==> config.mk <==
export PLATFORM = sky130hd
export DESIGN_NAME = pc_gen
export DESIGN_NICKNAME = d
export VERILOG_FILES = /design/src/rtl/pc_gen_pkg.sv /design/src/rtl/pc_gen.sv
export SDC_FILE = /design/constraint.sdc
export NUM_CORES = 1
export LEC_CHECK = 0
export BUFFER_PORTS_ARGS = -buffer_cell sky130_fd_sc_hd__buf_2
export CORE_MARGIN = 2
export CORE_UTILIZATION = 49
export DETAILED_ROUTE_END_ITERATION = 8
export PLACE_DENSITY_LB_ADDON = 0.05
export SLEW_MARGIN = 20
export SYNTH_ARGS = -nofsm -noshare
export SYNTH_HDL_FRONTEND = slang
export SYNTH_SLANG_ARGS = --single-unit
==> constraint.sdc <==
create_clock -name clk -period 2.55 [get_ports clk]
set_input_delay 0.3825 -clock clk [delete_from_list [all_inputs] [get_ports clk]]
set_output_delay 0.3825 -clock clk [all_outputs]
set_load 0.005 [all_outputs]
==> src/rtl/pc_gen_pkg.sv <==
// Shared constants and state encoding for the instruction-fetch PC generator.
package pc_gen_pkg;

    localparam logic RstEnable   = 1'b1;
    localparam logic ChipEnable  = 1'b1;
    localparam logic ChipDisable = 1'b0;

    typedef enum logic {
        BOOT = 1'b0,
        RUN  = 1'b1
    } pc_state_e;

endpackage

==> src/rtl/pc_gen.sv <==
// Program-counter generator: registered pc/ce, one-edge update latency.
// A fetch advances only on ce & rom_ready & ~stall; a blocked branch is buffered, a flush is immediate.
module pc_gen
    import pc_gen_pkg::*;
#(
    parameter int          ADDR_W       = 32,
    parameter int          INST_BYTES   = 4,
    parameter logic [ADDR_W-1:0] RESET_VECTOR = '0,
    parameter int          BOOT_DELAY   = 1
) (
    input  logic              clk,
    input  logic              rst,
    input  logic              stall,
    input  logic              rom_ready,
    input  logic              branch_flag,
    input  logic [ADDR_W-1:0] branch_target,
    input  logic              flush,
    input  logic [ADDR_W-1:0] flush_target,
    output logic [ADDR_W-1:0] pc,
    output logic              ce,
    output logic              fetch_fire,
    output logic              redirect_pending
);

    localparam int                ALIGN_BITS = $clog2(INST_BYTES);
    localparam logic [ADDR_W-1:0] ALIGN_MASK = {ADDR_W{1'b1}} << ALIGN_BITS;
    localparam logic [ADDR_W-1:0] PC_STEP    = ADDR_W'(INST_BYTES);
    localparam logic [3:0]        BOOT_INIT  = 4'(BOOT_DELAY - 1);

    pc_state_e         state_q, state_d;
    logic [3:0]        cnt_q, cnt_d;
    logic [ADDR_W-1:0] pc_q, pc_d;
    logic              ce_q, ce_d;
    logic              pend_vld_q, pend_vld_d;
    logic [ADDR_W-1:0] pend_tgt_q, pend_tgt_d;

    logic [ADDR_W-1:0] branch_tgt_dat;
    logic [ADDR_W-1:0] flush_tgt_dat;

    assign branch_tgt_dat = branch_target & ALIGN_MASK;
    assign flush_tgt_dat  = flush_target & ALIGN_MASK;
    assign fetch_fire     = ce_q & rom_ready & ~stall;

    always_comb begin
        state_d    = state_q;
        cnt_d      = cnt_q;
        pc_d       = pc_q;
        ce_d       = ce_q;
        pend_vld_d = pend_vld_q;
        pend_tgt_d = pend_tgt_q;
        unique case (state_q)
            BOOT: begin
                if (cnt_q == 4'd0) begin
                    state_d = RUN;
                    ce_d    = ChipEnable;
                end else begin
                    cnt_d = cnt_q - 4'd1;
                end
            end
            RUN: begin
                // Branch retargets at the accepting edge, so the fetch at pc (delay slot) completes first.
                if (flush) begin
                    pc_d       = flush_tgt_dat;
                    pend_vld_d = 1'b0;
                end else if (fetch_fire && branch_flag) begin
                    pc_d       = branch_tgt_dat;
                    pend_vld_d = 1'b0;
                end else if (fetch_fire && pend_vld_q) begin
                    pc_d       = pend_tgt_q;
                    pend_vld_d = 1'b0;
                end else if (fetch_fire) begin
                    pc_d = pc_q + PC_STEP;
                end else if (branch_flag) begin
                    pend_vld_d = 1'b1;
                    pend_tgt_d = branch_tgt_dat;
                end
            end
            default: begin
                state_d = BOOT;
            end
        endcase
    end

    always_ff @(posedge clk) begin
        if (rst == RstEnable) begin
            state_q    <= BOOT;
            cnt_q      <= BOOT_INIT;
            pc_q       <= RESET_VECTOR;
            ce_q       <= ChipDisable;
            pend_vld_q <= 1'b0;
            pend_tgt_q <= '0;
        end else begin
            state_q    <= state_d;
            cnt_q      <= cnt_d;
            pc_q       <= pc_d;
            ce_q       <= ce_d;
            pend_vld_q <= pend_vld_d;
            pend_tgt_q <= pend_tgt_d;
        end
    end

    assign pc               = pc_q;
    assign ce               = ce_q;
    assign redirect_pending = pend_vld_q;

endmodule

Yosys cells after proc, flatten, opt, wreduce, memory -nomap -nowiden
Index checks and enable logic that the tools add are counted.
{ "totals": {"out_inout_bits": 35, "in_bits": 70, "reg_bits": 69, "wordCells": 39} }
{ "classes": {"mux": 11, "n_reduce_logical": 10, "n_addsub": 2, "bitwise_logic": 9, "eq_ne": 1} }
{ "ops": {"columns": ["operator", "count"], "rows": [
  ["two-way mux 32 bit", 4],
  ["adder 32 x 3 -> 32 bit (second input constant)", 1],
  ["nonzero test 4 bit", 2],
  ["two-way mux 1 bit", 7],
  ["inverter 1 bit", 7],
  ["AND reduction 2 bit", 3],
  ["AND reduction 6 bit", 1],
  ["logical NOT 4 bit", 1],
  ["!= test 4 x 2 -> 1 bit (second input constant)", 1],
  ["subtractor 4 x 1 -> 4 bit (second input constant)", 1],
  ["AND reduction 3 bit", 1],
  ["bitwise AND 1 bit", 2],
  ["logical AND 1 bit", 2]
]} }

Longest topological paths before layout
{ "logic_depth": {"ltp_word": 6, "depth_mapped": 7, "depth_no_buf": 7} }

Worst setup path before layout
Ideal clock, no wire load.
{ "synth_path": {"path_type": "register -> register", "startpoint": "register pc_q[2], in the netlist pc[2]", "endpoint": "register pc_q[26], in the netlist pc[26]", "setup_ns": 0.074, "t_arrival_ns": 1.831, "synth_period_minus_slack_ns": 1.905, "path_slack_ns": 0.645, "path_stages_with_launch": 7, "required_ns": 2.476, "n_path_buf": 0, "cell_sequence": "dfxtp_1 -> ha_1 -> nand3_1 -> nor4_4 -> nand4_1 -> or3_1 -> o21ai_0"} }
{ "synth_via": {"elab_chain_len": 5} }
{ "synth_lines": {"columns": ["item", "line_no", "text"], "rows": [
  ["start: declaration", "pc_gen.sv:32", "logic [ADDR_W-1:0] pc_q, pc_d;"],
  ["start signal: assignment", "pc_gen.sv:95", "pc_q <= pc_d;"],
  ["adder 32 x 3 -> 32 bit", "pc_gen.sv:72", "pc_d = pc_q + PC_STEP;"],
  ["two-way mux 32 bit", "pc_gen.sv:71", "end else if (fetch_fire) begin"],
  ["two-way mux 32 bit", "pc_gen.sv:68", "end else if (fetch_fire && pend_vld_q) begin"],
  ["two-way mux 32 bit", "pc_gen.sv:65", "end else if (fetch_fire && branch_flag) begin"],
  ["two-way mux 32 bit", "pc_gen.sv:62", "if (flush) begin"]
]} }
No other way between the ends. The select of a mux whose other input is x is not followed.
A chain may end at the register's enable or synchronous reset.

Worst setup path after layout
{ "layout_path": {"startpoint": "register pc_q[3], in the netlist pc[3]", "endpoint": "register pc_q[20], in the netlist pc[20]"} }
Same word-level chain as after synthesis.

==> metrics.yaml <==
timing:
  fmax_mhz: 458
  hold_viol: 0
  finClkSkew_ps: 6.09
  setup_tns_ps: 0
  period_needed_ps: 2180
  setup_viol: 0
  worstMarginPinSlew_ps: 696
  drv_slew: 0
  finalCritPeriodShare: 0.856
  rsz0062_at_grt: "false"
  relSlewSlack: 0.536
power_and_ir_drop:
  p_sw_mw: 1.32
  total_power_mw: 3.68
  comb_power_share: 0.315
  p_clk_frac: 0.282
  switching_share: 0.357
  power_density_mw_per_mm2: 763
  p_seq_frac: 0.404
  vdd_drop_max_v: 0.000537
  p_leak_nw: 1.95
  intPower_mw: 2.37
logic_synthesis:
  synth_top_area_frac: 0.340
  ys_types: 60
  ys_warn_count: 0
  yosysMostFrequentCell: "nand2_1"
  async_flop_share: 0
  ys_seq_area_frac: 0.340
  ys_ff_latch: 67
  synth_edf_count: 0
  synthesis.area_mm2: 0.00394
  yosysTopAreaCell: "dfxtp_1"
  synth_cells: 520
  synth.avg_cell_area_um2: 7.58
  synth_ff_type: "dfxtp_1"
  ys_top_cells_by_count: "nand2_1, dfxtp_1, a21oi_1, o21ai_0, clkbuf_1"
  yosys-top-cells-area: "dfxtp_1, nand2_1, a21oi_1, o21ai_0, clkbuf_1"
detailed_routing:
  ant_nets: 0
  detail_route.wl_per_cell_um: 18.7
  drtIter0Drc: 478
  drtPass1Iterations: 4
  vias: 4542
  viasPerCell: 6.28
  routed_wl_um: 13500
  route.detailed.drc: 0
status:
  status: "complete, no violations"
finish:
  stdcell_count: 723
  antenna_cells: 0
  nFillCells: 769
  drive_above_1_share: 0.248
  fin_nets: 688
  area_delta_synth_final_pct: 22.5
clocking:
  cts_hold_buf: 0
  cts_buffer_depth: 2
  cts_root_buffer: "clkbuf_8"
  cts_buffers: 9
  cts.htree.levels: 3
  insertion_delay_ps: 350
  path_clk_slew_ps: 80
  cts_tree: "yes"
  post_cts_buffers: 0
  cts_resized: 0
  cts.sinks: 67
setup_path:
  path_class: "reg2reg"
  r2r_cells: 7
  required_ps: 2790
  r2r_slack_ps: 370
  critPathArrivalTime_ps: 2430
  cp-end-kind: "flip-flop"
  max_stage_delay_ps: 490
  cp_max_fo: 6
  crit_chain: "ha_1 > nand3_1 > nor4_4 > buf_4 > nand4_1 > a21o_1 > a22o_1"
  critPathSlowestCell: "nor4_4"
  start_kind: "flip-flop"
floorplan:
  dieWidth_um: 93.7
  die_height_um: 93.7
  initial_core_util: 0.508
  pin_count: 105
  coreArea_mm2: 0.00777
  die_area_mm2: 0.00878
  rows: 32
place:
  dp_hpwl_um: 9640
  gp_congestion: 0.930
  io_buffers: 98
  dpl.cell_count: 707
global_routing:
  grt_max_degree: 51
  grt.total_usage: 0.312
  grt_pass1_vias: 4133
  grt_antenna_before_repair: 0
  grt_pass1_wl_um: 21400
  grt.overflow.total: 0
hold_path:
  hold_path.class: "in2reg"
  hold_depth: 3
job:
  maxCapViolations: 0
power by group through the flow:
stage	sequential, mW	combinational, mW	clock, mW
2_1_floorplan	1.44	0.722	0
6_report	1.49	1.16	1.04
3_3_place_gp	1.49	1.12	0
3_5_place_dp	1.50	1.14	0
4_1_cts	1.48	1.15	1.04
5_1_grt	1.52	1.28	1.09
routing by layer:
metal / track usage / routed length (µm) / vias to the layer above
li1: - / - / 2142
met1: 0.447 / 6160 / 2154
met2: 0.468 / 5870 / 224
met3: 0.0618 / 1240 / 22
met4: 0.107 / 218 / 0
met5: 0 / 0 / -
worst max-delay path, delay by kind of cell, from the launching register on:
kind / cells / cell delay [ps]
flops: 1 / 410
compound gates: 2 / 370
buf+inv: 1 / 230
fa+ha+maj: 1 / 230
simple gates: 3 / 850
layout make-up:
cell class / count / area [µm²] / share of cell area
clock buffers: 12 / 155 / 0.0321
clock inverters: 4 / 72.6 / 0.0150
inverters: 13 / 48.8 / 0.0101
multi-input cells: 401 / 2400 / 0.497
flip-flops and latches: 67 / 1340 / 0.278
well taps: 102 / 128 / 0.0264
repair buffers: 124 / 686 / 0.142
cells in the final DEF (no fill, tap or decap), drive strengths merged, types with 3 or more instances in the layout:
master  Yosys  final
a211oi     12     12
a21oi      58     58
a221o       7      7
a221oi      8      8
a31o        7      7
a31oi       3      3
a32o        4      4
and3        4      4
and4        5      5
buf         7    124
clkbuf     33     12
dfxtp      67     67
inv        12     12
mux2i       3      3
nand2      85     85
nand2b      6      6
nand3      15     15
nand4      18     18
nor2       23     23
nor2b       3      3
nor3       11     11
nor3b       3      3
nor4        5      5
o211ai      4      4
o21ai      38     38
o221ai      3      3
o22ai      12     12
o31ai       3      3
o32ai       8      8
or3         9      9
xnor2       7      7
xor2        6      6
cell families after synthesis:
logic type	after synthesis	share of synthesized area
flops	67	0.340
compound gates	183	0.303
buf+inv	53	0.0536
fa+ha+maj	2	0.00635
xor+xnor	13	0.0289
mux	3	0.00762
simple gates	198	0.259
other cells	1	0.000951
flip-flops by register name, indices dropped and copies added (netlist names):
name and cells:
pend_tgt_q 30, pc 30, cnt_q 4, redirect_pending 1
state_q 1, ce 1
stage by stage:
step           worst slack [ps]   util  instance area (µm²)  hold slack, ps
2_1_floorplan               645      -                 3950             432
3_3_place_gp                482  0.592                 4600             438
3_5_place_dp                425  0.592                 4600             443
4_1_cts                     407  0.622                 4830             274
5_1_grt                     197  0.622                 4830             289
6_report                    367  0.622                 4830             277
worst paths after layout:
kind,start,to
worst max-delay path,pc[3],pc[20]
worst min-delay path,branch_target[26],pend_tgt_q[26]
worst max register to register,pc[3],pc[20]
worst min register to register,pend_tgt_q[8],pend_tgt_q[8]
(Power assumes the default switching activity.)
